[config.mk]
export PLATFORM = sky130hd
export DESIGN_NAME = axi4_lite_req_arbiter
export DESIGN_NICKNAME = d
export VERILOG_FILES = /design/src/rtl/axi4_lite_arb_pkg.sv /design/src/rtl/rr_arbiter_2.sv /design/src/rtl/axi4_lite_req_arbiter.sv
export SDC_FILE = /design/constraint.sdc
export NUM_CORES = 1
export LEC_CHECK = 0
export ABC_AREA = 1
export BUFFER_PORTS_ARGS = -buffer_cell sky130_fd_sc_hd__buf_2
export CORE_AREA = 3 3 144 111
export CTS_BUF_LIST = sky130_fd_sc_hd__clkbuf_4 sky130_fd_sc_hd__clkbuf_8
export DETAILED_ROUTE_END_ITERATION = 8
export DIE_AREA = 0 0 147 114
export HOLD_SLACK_MARGIN = 0.05
export PLACE_DENSITY = 0.86
export SKIP_LAST_GASP = 1
export SLEW_MARGIN = 30
export SYNTH_ARGS = -nofsm -noshare
export SYNTH_HDL_FRONTEND = slang
export SYNTH_HIERARCHICAL = 1
export SYNTH_SLANG_ARGS = --single-unit
export TNS_END_PERCENT = 20
[constraint.sdc]
create_clock -name clk -period 1.6 [get_ports clk]
set_clock_uncertainty 0.1 [all_clocks]
set_input_delay 0.16 -clock clk [delete_from_list [all_inputs] [get_ports clk]]
set_output_delay 0.16 -clock clk [all_outputs]
set_load 0.01 [all_outputs]
[src/rtl/axi4_lite_arb_pkg.sv]
// Shared types and constants for the two-requester AXI4-Lite arbiter.
package axi4_lite_arb_pkg;

    // Transaction sequencer states.
    typedef enum logic [2:0] {
        IDLE,
        WR,
        WR_RESP,
        RD_ADDR,
        RD_DATA
    } state_t;

    // AXI response encodings, passed through to the requester unmodified.
    localparam logic [1:0] OKAY   = 2'b00;
    localparam logic [1:0] EXOKAY = 2'b01;
    localparam logic [1:0] SLVERR = 2'b10;
    localparam logic [1:0] DECERR = 2'b11;

endpackage

[src/rtl/rr_arbiter_2.sv]
// Two-way round-robin grant logic, purely combinational.
// last = index of the requester granted most recently.
module rr_arbiter_2 (
    input  logic [1:0] req,
    input  logic       last,
    output logic [1:0] gnt
);

    // Lone requester wins; on contention the one not granted last wins.
    always_comb begin
        // NOTE: every output gets a default before any branch, so no path infers a latch.
        gnt = 2'b00;
        if (req[0] && (!req[1] || last)) begin
            gnt = 2'b01;
        end else if (req[1]) begin
            gnt = 2'b10;
        end
    end

endmodule

[src/rtl/axi4_lite_req_arbiter.sv]
// Shares one AXI4-Lite master port between two command/done requesters.
// One transaction in flight; round-robin grants; full AW/W->B and AR->R sequencing.
module axi4_lite_req_arbiter
    import axi4_lite_arb_pkg::*;
#(
    parameter int DATA_WIDTH    = 32,
    parameter int ADDRESS_WIDTH = 32
) (
    input  logic                            clk,
    input  logic                            rst,
    // requester side
    input  logic [1:0]                      req_valid,
    input  logic [1:0]                      req_write,
    input  logic [2*ADDRESS_WIDTH-1:0]      req_addr,
    input  logic [2*DATA_WIDTH-1:0]         req_wdata,
    input  logic [2*(DATA_WIDTH/8)-1:0]     req_wstrb,
    output logic [1:0]                      req_ready,
    output logic [1:0]                      req_done,
    output logic [DATA_WIDTH-1:0]           req_rdata,
    output logic [1:0]                      req_resp,
    // AXI4-Lite master: write address / data / response
    output logic                            awvalid,
    output logic [ADDRESS_WIDTH-1:0]        awaddr,
    input  logic                            awready,
    output logic                            wvalid,
    output logic [DATA_WIDTH-1:0]           wdata,
    output logic [DATA_WIDTH/8-1:0]         wstrb,
    input  logic                            wready,
    input  logic                            bvalid,
    input  logic [1:0]                      bresp,
    output logic                            bready,
    // AXI4-Lite master: read address / data
    output logic                            arvalid,
    output logic [ADDRESS_WIDTH-1:0]        araddr,
    input  logic                            arready,
    input  logic                            rvalid,
    input  logic [DATA_WIDTH-1:0]           rdata,
    input  logic [1:0]                      rresp,
    output logic                            rready
);

    localparam int STRB_WIDTH = DATA_WIDTH / 8;

    state_t                   state;
    state_t                   state_next;
    logic                     rr_last;     // index of the last granted requester
    logic                     grant_idx;   // requester owning the current transaction
    logic [1:0]               gnt;
    logic                     win_idx;
    logic                     sel_write;
    logic [ADDRESS_WIDTH-1:0] sel_addr;
    logic [DATA_WIDTH-1:0]    sel_wdata;
    logic [STRB_WIDTH-1:0]    sel_wstrb;

    rr_arbiter_2 u_rr_arbiter (
        .req  (req_valid),
        .last (rr_last),
        .gnt  (gnt)
    );

    // Command fields of whichever requester the arbiter picks.
    assign win_idx   = gnt[1];
    assign sel_write = win_idx ? req_write[1] : req_write[0];
    assign sel_addr  = win_idx ? req_addr[2*ADDRESS_WIDTH-1:ADDRESS_WIDTH]
                               : req_addr[ADDRESS_WIDTH-1:0];
    assign sel_wdata = win_idx ? req_wdata[2*DATA_WIDTH-1:DATA_WIDTH]
                               : req_wdata[DATA_WIDTH-1:0];
    assign sel_wstrb = win_idx ? req_wstrb[2*STRB_WIDTH-1:STRB_WIDTH]
                               : req_wstrb[STRB_WIDTH-1:0];

    // State register.
    always_ff @(posedge clk) begin
        // NOTE: sequential state uses non-blocking assignments so all registers update from pre-edge values.
        if (rst) begin
            state <= IDLE;
        end else begin
            state <= state_next;
        end
    end

    // Next-state logic, combinational acceptance and response-channel readies.
    always_comb begin
        state_next = state;
        req_ready  = 2'b00;
        bready     = 1'b0;
        rready     = 1'b0;
        case (state)
            IDLE: begin
                // Acceptance is suppressed while reset is held so no command is lost.
                if (!rst) begin
                    req_ready = gnt;
                end
                if (|gnt) begin
                    state_next = sel_write ? WR : RD_ADDR;
                end
            end
            WR: begin
                // AW and W may complete in either order; leave once both are done.
                if ((!awvalid || awready) && (!wvalid || wready)) begin
                    state_next = WR_RESP;
                end
            end
            WR_RESP: begin
                bready = 1'b1;
                if (bvalid) begin
                    state_next = IDLE;
                end
            end
            RD_ADDR: begin
                if (arready) begin
                    state_next = RD_DATA;
                end
            end
            RD_DATA: begin
                rready = 1'b1;
                if (rvalid) begin
                    state_next = IDLE;
                end
            end
            default: state_next = IDLE;
        endcase
    end

    // Command capture, AXI valid handshakes and response return to the requester.
    always_ff @(posedge clk) begin
        if (rst) begin
            rr_last   <= 1'b1;
            grant_idx <= 1'b0;
            awvalid   <= 1'b0;
            wvalid    <= 1'b0;
            arvalid   <= 1'b0;
            awaddr    <= '0;
            wdata     <= '0;
            wstrb     <= '0;
            araddr    <= '0;
            req_done  <= 2'b00;
            req_rdata <= '0;
            req_resp  <= OKAY;
        end else begin
            req_done <= 2'b00;

            if (|req_ready) begin
                grant_idx <= win_idx;
                rr_last   <= win_idx;
                if (sel_write) begin
                    awvalid <= 1'b1;
                    wvalid  <= 1'b1;
                    awaddr  <= sel_addr;
                    wdata   <= sel_wdata;
                    wstrb   <= sel_wstrb;
                end else begin
                    arvalid <= 1'b1;
                    araddr  <= sel_addr;
                end
            end

            // Each valid drops on its own handshake; payloads keep their last value.
            if (awvalid && awready) begin
                awvalid <= 1'b0;
            end
            if (wvalid && wready) begin
                wvalid <= 1'b0;
            end
            if (arvalid && arready) begin
                arvalid <= 1'b0;
            end

            if (bready && bvalid) begin
                req_resp <= bresp;
                req_done <= grant_idx ? 2'b10 : 2'b01;
            end
            if (rready && rvalid) begin
                req_resp  <= rresp;
                req_rdata <= rdata;
                req_done  <= grant_idx ? 2'b10 : 2'b01;
            end
        end
    end

endmodule
# After elaboration in Yosys (flattened, before gate mapping)

Cells that the tools add are included.

Register bits: 144
Input port bits: 183
Output and inout bits: 143
Word-level logic and storage cells: 68

Equal/unequal tests: 9
Multiplexer cells: 22
Bitwise gates (word level): 1
Reduce and logical (&&, ||, !) cells: 23

Operator list:

| operator                                                               | number |
|---|---|
| 32-bit two-way mux                                                     | 2 |
| 2-bit two-way mux                                                      | 10 |
| 3-bit two-way mux                                                      | 5 |
| 3-bit one-hot mux with 5 select lines                                  | 1 |
| 2-bit inequality test (second input constant)                          | 5 |
| 2-bit OR reduction                                                     | 5 |
| 1-bit logical AND                                                      | 7 |
| 3-bit by 2-bit equality test with 1-bit output (second input constant) | 2 |
| 5-bit AND reduction                                                    | 1 |
| 4-bit two-way mux                                                      | 1 |
| 2-bit AND reduction                                                    | 2 |
| 3-bit by 1-bit equality test with 1-bit output (second input constant) | 1 |
| 3-bit equality test (second input constant)                            | 1 |
| 1-bit zero test                                                        | 3 |
| 3-bit zero test                                                        | 1 |
| 1-bit logical OR                                                       | 3 |
| 1-bit two-way mux                                                      | 3 |
| 2-bit nonzero test                                                     | 1 |
| 1-bit inverter                                                         | 1 |

# Logic depth before layout (Yosys ltp)

Gate-level depths: netlist of run 1.

Word-level depth: 8
Depth in mapped cells: 11
Mapped depth without buffers: 9

# Hierarchy

Netlist of run 1, hierarchy kept.

By module, submodules not included:

| module                | instances | cells an instance | area an instance (sq um) | sequential area each (sq um) |
|---|---|---|---|---|
| axi4_lite_req_arbiter | 1         | 899               | 6059.6                   | 2882.8 |
| rr_arbiter_2          | 1         | 4                 | 27.5                     | 0.0 |

# Worst setup path before layout of run 1

Ideal clock, no wire load.

Kind: register to register
Start: reg rr_last
End: reg awaddr[19]
Library setup time: 0.065 ns
Data arrival time: 1.495 ns
Required time: 1.435 ns
Setup slack: -0.060 ns
Cell stages (with the launch flop): 11
Path buffers: 3
Clock period less this slack: 1.660 ns
Path through: dfxtp_1 a21boi_2 buf_2 nand2_1 a21oi_4 nand2_2 inv_2 buf_6 buf_6 nor2_1 nor2_1

Word-level cells in the longest chain between the ends: 7
Elaborated cells between the ends (all ways): 9
Classes of those cells: 5 x mux; 4 x reduce/logical

Ends and longest elaborated chain:

| element                              | RTL line                     | source |
|---|---|---|
| from (decl)                          | axi4_lite_req_arbiter.sv:46  | `logic rr_last;` |
| from (signal assigned)               | axi4_lite_req_arbiter.sv:144 | `rr_last <= win_idx;` |
| 1-bit logical OR *                   | rr_arbiter_2.sv:13           | `if (req[0] && (!req[1] \|\| last)) begin` |
| 1-bit logical AND *                  | rr_arbiter_2.sv:13           |  |
| 2-bit two-way mux *                  | rr_arbiter_2.sv:13           |  |
| via gnt[1]                           | axi4_lite_req_arbiter.sv:48  | `logic [1:0] gnt;` |
| 2-bit two-way mux                    | axi4_lite_req_arbiter.sv:90  | `if (!rst) begin` |
| 2-bit two-way mux                    | axi4_lite_req_arbiter.sv:87  | `case (state)` |
| 2-bit OR reduction                   | axi4_lite_req_arbiter.sv:142 | `if (\|req_ready) begin` |
| 2-bit AND reduction (no source line) | -                            |  |
| to (signal assigned)                 | axi4_lite_req_arbiter.sv:148 | `awaddr <= sel_addr;` |
| to (decl)                            | axi4_lite_req_arbiter.sv:23  | `output logic [ADDRESS_WIDTH-1:0] awaddr,` |

Mark *: on every way through the listed nets, which the timed path passes. The rest lies on a longest branch.
A chain may end at the register's enable or synchronous reset.

# Worst setup path after layout of run 1

Start: reg rr_last
End: reg awaddr[8]

Word-level cells in the longest chain between the ends: 7
Elaborated cells between the ends (all ways): 9
Classes of those cells: 5 x mux; 4 x reduce/logical

Ends and longest elaborated chain:

| element                              | RTL line |
|---|---|
| 1-bit logical OR                     | rr_arbiter_2.sv:13 |
| 1-bit logical AND                    | rr_arbiter_2.sv:13 |
| 2-bit two-way mux                    | rr_arbiter_2.sv:13 |
| via gnt[0]                           | axi4_lite_req_arbiter.sv:48 |
| 2-bit two-way mux                    | axi4_lite_req_arbiter.sv:90 |
| 2-bit two-way mux                    | axi4_lite_req_arbiter.sv:87 |
| 2-bit OR reduction                   | axi4_lite_req_arbiter.sv:142 |
| 2-bit AND reduction (no source line) | - |

The timed path passes the listed nets, and every way through them passes these cells.

==> results of run 1 <==
-- placed cells by master, fill, tap and decap left out, types with 2 or more instances in the layout --
| cell | instances |
|---|---|
| a21oi_1 | 67 |
| a21oi_4 | 2 |
| buf_12 | 12 |
| buf_2 | 323 |
| buf_4 | 27 |
| buf_6 | 9 |
| bufinv_16 | 3 |
| clkbuf_16 | 5 |
| clkbuf_8 | 17 |
| clkinv_2 | 2 |
| clkinv_4 | 3 |
| dfxtp_1 | 141 |
| dfxtp_2 | 2 |
| dlygate4sd3_1 | 161 |
| inv_1 | 19 |
| inv_2 | 5 |
| inv_6 | 4 |
| nand2_1 | 288 |
| nand2_2 | 6 |
| nand2_4 | 4 |
| nand3_1 | 69 |
| nor2_1 | 149 |
| nor2_4 | 2 |
| o211ai_1 | 2 |
| o21ai_0 | 50 |
| o21ai_1 | 21 |
-- cell type report --
type | instances | area, um2
Tap cell | 200 | 250
Clock inverter | 12 | 160
Antenna cell | 1 | 2.50
Sequential cell | 144 | 2890
Clock buffer | 18 | 241
Multi-Input combinational cell | 669 | 2920
Fill cell | 1033 | 4050
Inverter | 25 | 98.8
Timing Repair Buffer | 538 | 3930
-- power by group --
part           total (mW)  switching, mW  internal [mW]  leakage [nW]
Clock                2.96           1.40           1.56         0.203
Sequential           4.46          0.315           4.14          1.17
Combinational        5.03           2.80           2.23          3.80
Total                12.5           4.52           7.93          5.18
-- critical path, stage by stage (launching register included) --
cell     delay (ps)
dfxtp_4         380
inv_2            50
a21oi_4         180
nand2_4          90
a21oi_4         200
nand2_4         120
buf_12          180
o21ai_0         230
nor2_1           60
-- worst paths after layout --
kind | start | endpoint | slack [ps] | depth (start not counted)
worst max-delay path | rr_last | awaddr[8] | -130 | 8
worst min-delay path | req_addr[55] | araddr[23] | 90 | 5
worst max register to register | rr_last | awaddr[8] | -130 | 8
worst min register to register | araddr[23] | araddr[23] | 360 | 2
-- Yosys cell counts (all sizes together) --
| cell | n |
|---|---|
| nor3 | 2 |
| inv | 25 |
| dfxtp | 144 |
| a21boi | 1 |
| nand2 | 299 |
| clkbuf | 45 |
| a21oi | 70 |
| nor2 | 152 |
| a31oi | 1 |
| nand3b | 1 |
| nand3 | 69 |
| o21ai | 71 |
| buf | 20 |
| o22ai | 1 |
| o211ai | 2 |
-- repair_timing --
| action | 4_1_cts | 5_1_grt |
|---|---|---|
| hold buffers | 161 | 0 |
| cloned | 1 | 6 |
| pin swaps | 6 | 8 |
| hold endpoints to repair | 123 | 0 |
| gates resized for setup | 21 | 44 |
| buffers inserted | 7 | 1 |
| endpoints found under the setup margin | 109 | 128 |
-- routing by layer --
metal,routed length (um),vias to the layer above,track usage (%)
li1,-,3846,-
met2,13200,662,52.8
met4,2090,0,21.2
met1,10200,3771,34.9
met3,2720,191,9.49
met5,0,-,0
-- sequential cells by signal, indices dropped and copies added (netlist names) --
name       flops
araddr        32
arvalid        1
awaddr        32
awvalid        1
grant_idx      1
req_done       2
req_rdata     32
req_resp       2
rr_last        1
state          3
wdata         32
wstrb          4
wvalid         1
-- kinds of logic (layout without fill, tap and decap cells) --
group	count (synthesis)	in the layout	synth area share [%]
AOI/OAI and AO/OA	146	146	12.5
DFF	144	144	47.4
other	0	1	0
buffers and inverters	90	593	6.19
and+or+nand+nor	523	523	34.0
-- stage by stage --
step           util [%]  setup WS (ps)  cell area (um2)  hold WS (ps)  setup TNS (ps)
3_3_place_gp       55.7           -150             8100           327           -8040
2_1_floorplan         -           1.69             6090           220               0
3_5_place_dp       55.7           -218             8100           333          -15470
5_1_grt            72.1           -198            10500          78.3          -16410
6_report           72.1           -131            10500          87.8           -6750
4_1_cts            70.5          -74.9            10300          55.7           -3590
==> metrics.yaml, run 1 <==
hp-class: "input port to flip-flop"
via_per_inst: 5.27
synth_cell_types: 23
numPortBuffers: 325
crit_arrival_ps: 1940
routed_wl_mm: 28.3
io_pins: 326
setup_slack_ps: -131
cts.path.max_buffers: 2
cts_root_buf: "clkbuf_8"
synth.cell_area_mm2: 0.00609
area_growth_pct: 72.4
synth-seq-cells: 144
htree_num_levels: 4
insertion_delay_ps: 430
die_width_um: 147
critPathLaunchType: "flip-flop"
fmaxAchievable_mhz: 578
failed_checks: "setup timing"
start_util_pct: 41.8
wire_per_inst_um: 17.6
place.gp.congestion: 0.864
relSlewSlack_pct: 47.2
setup_violations: 109
p_total_mw: 12.5
cts_sinks: 144
status: "finished, violations left"
worstMarginPinSlew_ps: 792
numCtsBuffers: 17
grt_max_degree: 72
drc_errors: 0
grt_pass1_vias: 8477
synth_top_area_cell: "dfxtp_1"
ant_nets: 0
slew_violations: 0
grt_setup_unrepaired: "yes"
die_y_um: 114
ys_top_cells_by_area: "dfxtp_1, nand2_1, nor2_1"
min_period_ps: 1730
period_share_pct: 108
core_mm2: 0.0145
cts.clk_slew.worst_paths_ps: 80
crit_required_ps: 1810
finalHoldViolations: 0
ys_warn_count: 6
synth.avg_cell_area_um2: 6.74
cap_violations: 0
critPathCaptureType: "flip-flop"
antenna_found_initial: 0
stdcell_count: 1607
synth_fp_nets: 1086
synth-seq-area-share_pct: 47.4
syn_inst: 903
drtPass1Iterations: 7
critPathKind: "flip-flop to flip-flop"
fp-row-count: 38
grt_pass1_wl_mm: 42.7
cts_tree: "built"
drt_iter0_markers: 915
die_area_mm2: 0.0168
drive_above_1_share_pct: 30.9
p_per_area_mw_per_mm2: 1190
dp_cells: 1400
synth_top_area_share_pct: 47.4
track_usage_pct: 31.5
dpl.hpwl_mm: 15.2
grt_overflow: 0
crit_fanout: 45
vias: 8470
layout.nets: 1578
power_leakage_nw: 5.18
peakVddDrop_uv: 614
Note: power is estimated with default switching activity, not from simulation.
==> run 2: changes to the inputs <==
--- a/config.mk
+++ b/config.mk
@@ -6,6 +6,7 @@
 export NUM_CORES = 1
 export LEC_CHECK = 0
 export ABC_AREA = 1
+export ABC_CLOCK_PERIOD_IN_PS = 1600
 export BUFFER_PORTS_ARGS = -buffer_cell sky130_fd_sc_hd__buf_2
 export CORE_AREA = 3 3 144 111
 export CTS_BUF_LIST = sky130_fd_sc_hd__clkbuf_4 sky130_fd_sc_hd__clkbuf_8
==> constraint.sdc (replaced) <==
create_clock -name clk -period 1.6 [get_ports clk]
set_clock_uncertainty 0.1 [all_clocks]
set_input_delay 0.32 -clock clk [delete_from_list [all_inputs] [get_ports clk]]
set_output_delay 0.32 -clock clk [all_outputs]
set_load 0.01 [all_outputs]
==> run 2 against run 1 <==
Compared with the run above: the flow still finishes with violations (setup timing); register-to-register slack worse by 70 ps; die area stayed put; sequential power hardly changed.
==> metrics.yaml, run 2 (synthesis gave the netlist of run 1 again) <==
status: "finished, violations left"
failed_checks: "setup timing"
htree_num_levels: 4
power_leakage_nw: 4.77
final_cell_area_mm2: 0.00952
final_cell_mix: "buf_2, nand2_1, dfxtp_1"
grt_pass1_vias: 6877
crit_fanout: 3
start_util_pct: 41.8
slew_violations: 0
critPathLaunchType: "flip-flop"
cts.path.max_buffers: 2
numPortBuffers: 325
grt_overflow: 0
routed_wl_mm: 23.6
cts_tree: "built"
dp_cells: 1404
stdcell_count: 1490
ant_nets: 0
crit_arrival_ps: 1420
crit_required_ps: 1180
setup_slack_ps: -242
fmaxAchievable_mhz: 543
cts_root_buf: "clkbuf_8"
p_per_area_mw_per_mm2: 1330
insertion_delay_ps: 430
wire_per_inst_um: 15.8
grt_setup_unrepaired: "yes"
worstMarginPinSlew_ps: 822
die_width_um: 147
layout_commonest_cell: "buf_2"
critPathCaptureType: "output pin"
critPathKind: "flip-flop to output pin"
drc_errors: 0
grt_max_degree: 72
drtPass1Iterations: 7
core_mm2: 0.0145
hp-class: "input port to flip-flop"
setup_violations: 136
critical_path.slowest_cell: "dfxtp_2"
crit_buf_inv: 2
finalHoldViolations: 0
rrSetupSlack_ps: -200
numCtsBuffers: 17
grt_pass1_wl_mm: 34.3
layout.nets: 1459
io_pins: 326
cp_top_family: "flip-flops"
placed_cell_area_mm2: 0.00812
reg2regPathDepth: 11
die_y_um: 114
track_usage_pct: 25.4
fp-row-count: 38
dpl.hpwl_mm: 15.1
period_share_pct: 115
drive_above_1_share_pct: 35.7
cap_violations: 0
cts.clk_slew.worst_paths_ps: 80
via_per_inst: 5.00
cpPeakStageDelay_ps: 340
vias: 7444
area_growth_pct: 56.4
drt_iter0_markers: 462
min_period_ps: 1840
place.gp.congestion: 0.840
crit_chain: "buf_6 > a21boi_4 > nand2_4 > nor2_4 > buf_6"
cpMostUsedCell: "buf_6"
peakVddDrop_uv: 769
path_depth: 5
antenna_found_initial: 2
whs_path_depth: 3
relSlewSlack_pct: 45.2
fillCellCount: 1231
cts_sinks: 144
die_area_mm2: 0.0168
-- run 2: cell types whose count changed in the layout (fill, tap and decap cells not counted), moves of 4 or more --
cell and change:
nor2_1 -12, o21ai_0 +4, o21ai_1 -6, buf_16 +7
dlygate4sd3_1 -131, nor2_2 +12
-- run 2: metal layers --
metal / wire length [um] / vias up / global-route usage, %
li1: - / 3629 / -
met3: 1800 / 40 / 6.43
met4: 431 / 0 / 8.50
met5: 0 / - / 0
met2: 11800 / 369 / 44.9
met1: 9510 / 3406 / 30.4
-- run 2: report_power, final --
group	total, mW	internal, mW	switching (mW)
logic	4.90	2.18	2.72
registers	4.46	4.14	0.317
clock network	3.35	1.92	1.43
total	12.7	8.24	4.46
-- run 2: final timing paths --
| check | end | start |
|---|---|---|
| worst min register to register | req_done[0] | grant_idx |
| worst max-delay path | req_ready[1] | rr_last |
| worst min-delay path | req_rdata[0] | rdata[0] |
| worst max register to register | araddr[25] | rr_last |
-- run 2: worst min-delay path: stages --
cell and delay [ps]:
buf_2 100, nand3_1 70, a21oi_1 60
-- run 2: per-stage QoR --
stage	worst slack (ps)	power (mW)	hold WS, ps	util, %	TNS, ps
finish	-242	12.7	76.6	65.4	-18740
global route	-325	13.4	84.8	65.4	-30420
CTS	-251	12.3	50.0	63.6	-20860
detailed placement	-228	8.36	352	55.8	-17070
global placement	-177	8.24	338	55.8	-11430
floorplan	2.96	6.63	324	-	0
-- run 2: final cells by class --
type	count	area, um2	share of cell area, %
Multi-Input combinational cell	670	2970	31.2
Clock buffer	19	255	2.68
Clock inverter	12	208	2.18
Sequential cell	144	2890	30.3
Antenna cell	2	5.00	0.0526
Tap cell	200	250	2.63
Inverter	25	113	1.18
Timing Repair Buffer	418	2830	29.7
-- run 2: what timing repair did --
action,4_1_cts,5_1_grt
setup buffers,7,3
gates resized for setup,35,56
cloned,7,6
hold buffers,30,0
setup endpoints to repair,110,139
endpoints found under the hold margin,30,0
pin swaps,10,10
==> run 3: changes to the inputs <==
--- a/config.mk
+++ b/config.mk
@@ -8,12 +8,13 @@
 export ABC_AREA = 1
 export ABC_CLOCK_PERIOD_IN_PS = 1600
 export BUFFER_PORTS_ARGS = -buffer_cell sky130_fd_sc_hd__buf_2
-export CORE_AREA = 3 3 144 111
+export CORE_AREA = 3 3 169 130
 export CTS_BUF_LIST = sky130_fd_sc_hd__clkbuf_4 sky130_fd_sc_hd__clkbuf_8
 export DETAILED_ROUTE_END_ITERATION = 8
-export DIE_AREA = 0 0 147 114
+export DIE_AREA = 0 0 172 133
 export HOLD_SLACK_MARGIN = 0.05
-export PLACE_DENSITY = 0.86
+export PLACE_DENSITY = 0.68
+export SETUP_SLACK_MARGIN = 0.02
 export SKIP_LAST_GASP = 1
 export SLEW_MARGIN = 30
 export SYNTH_ARGS = -nofsm -noshare
==> run 3 against run 2 <==
Compared with the run above: the flow still finishes with violations (setup timing); combinational power fell by 4.9%; sequential share of layout area rose by 0.66 points; first-iteration DRC count down 18%; die area is 37% higher; clock power fell by 9.3%; largest power group unchanged; highest routed layer unchanged.
==> metrics.yaml, run 3 (synthesis gave the netlist of run 1 again) <==
final_cell_mix: "buf_2, nand2_1, nor2_1"
switchingPower_mw: 4.43
min_period_ps: 1790
die_area_mm2: 0.0229
p_per_area_mw_per_mm2: 1300
grt_pass1_wl_mm: 34.7
failed_checks: "setup timing"
cpMostUsedCell: "nand2_4"
final_cell_area_mm2: 0.00932
numCtsBuffers: 17
antenna_cells: 0
power_leakage_nw: 4.68
ant_nets: 0
slew_violations: 0
area_growth_pct: 53.1
fmaxAchievable_mhz: 557
period_share_pct: 112
fp-row-count: 45
drc_errors: 0
insertion_delay_ps: 430
worstMarginPinSlew_ps: 830
relSlewSlack_pct: 44.6
setup_slack_ps: -195
grt_pass1_vias: 6835
routed_wl_mm: 23.6
p_comb_share_pct: 38.4
crit_buf_inv: 2
p_seq_share_pct: 36.6
grt_setup_unrepaired: "yes"
p_total_mw: 12.1
dpl.hpwl_mm: 16.1
cts.path.max_buffers: 2
min_from: "rresp[0]"
antenna_found_initial: 0
critPathKind: "flip-flop to flip-flop"
htree_num_levels: 4
critical_path.slowest_cell: "dfxtp_4"
vias: 7212
cts_sinks: 144
numPortBuffers: 325
worstSetupStartpoint: "rr_last"
core_mm2: 0.0203
cpPeakStageDelay_ps: 370
fillCellCount: 2058
dp_cells: 1456
die_y_um: 133
clockPowerShare_pct: 25.0
cts_root_buf: "clkbuf_8"
die_width_um: 172
critPathLaunchType: "flip-flop"
via_per_inst: 4.68
cts_tree: "built"
crit_fanout: 28
layout.nets: 1454
drive_above_1_share_pct: 34.5
crit_arrival_ps: 2030
finalHoldViolations: 0
utilization_pct: 46.0
place.gp.congestion: 0.828
wire_per_inst_um: 15.3
drt_iter0_markers: 380
hp-class: "input port to flip-flop"
grt_overflow: 0
layout_commonest_cell: "buf_2"
io_pins: 326
crit_chain: "a21boi_4 > nand2_4 > buf_6 > a21oi_4 > nand2_4 > buf_12 > o21ai_0 > nor2_1"
drtPass1Iterations: 5
cap_violations: 0
track_usage_pct: 19.0
setup_violations: 113
status: "finished, violations left"
crit_required_ps: 1840
reg2reg_from: "rr_last"
peakVddDrop_uv: 524
stdcell_count: 1542
placed_cell_area_mm2: 0.00812
cp_top_family: "compound AO/OA/AOI/OAI gates"
hold-worst-slack_ps: 107
critPathCaptureType: "flip-flop"
p_int_mw: 7.71
start_util_pct: 30.0
cts.clk_slew.worst_paths_ps: 90
grt_max_degree: 72
sw_frac_of_total_pct: 36.5
-- run 3: cell types whose count changed in the layout (fill, tap and decap cells not counted), moves of 3 or more --
cell / change
buf_12: -5
buf_16: -3
buf_4: +7
buf_6: -5
bufinv_16: -3
inv_6: +5
nor2_1: +7
nor2_2: -9
-- run 3: metrics by stage --
stage	TNS [ps]	setup WS [ps]
finish	-17280	-195
global route	-32170	-297
CTS	-16200	-188
detailed placement	-22330	-263
global placement	-12060	-177
floorplan	0	6.98
-- run 3: cell type report --
class	instances	area (um2)	share of cell area, %
Clock buffer	20	269	2.89
Inverter	25	106	1.14
Timing Repair Buffer	414	2680	28.7
Multi-Input combinational cell	669	2910	31.3
Tap cell	258	323	3.46
Clock inverter	12	144	1.54
Sequential cell	144	2890	31.0
-- run 3: final timing paths --
kind / end / slack (ps) / cells after the start
setup / recovery: awaddr[21] / -190 / 8
hold / removal: req_resp[0] / 110 / 3
setup reg to reg: awaddr[21] / -190 / 8
hold reg to reg: araddr[22] / 360 / 2
-- run 3: timing repair --
item,in CTS,in global routing
pin swaps,8,7
endpoints found under the hold margin,32,0
gates resized for setup,23,39
setup endpoints to repair,111,147
setup buffers,10,3
cloned,3,6
hold buffers,32,0
-- run 3: tightest hold or removal path, stage by stage --
cell      delay [ps]
buf_2             80
o211ai_1          90
a21oi_1          120
-- run 3: routing by layer --
layer	global-route usage (%)	routed length, um	up-vias
li1	-	-	3609
met1	23.4	10500	3296
met2	31.6	10800	280
met3	6.45	2040	27
met4	5.32	390	0
met5	0	0	-
-- run 3: power by group through the flow --
| stage | Clock (mW) | Combinational [mW] | Sequential [mW] |
|---|---|---|---|
| 6_report | 3.04 | 4.66 | 4.44 |
| 5_1_grt | 3.30 | 5.14 | 4.50 |
| 4_1_cts | 3.14 | 4.31 | 4.43 |
| 3_5_place_dp | 0 | 3.83 | 4.48 |
| 3_3_place_gp | 0 | 3.78 | 4.47 |
| 2_1_floorplan | 0 | 1.91 | 4.72 |
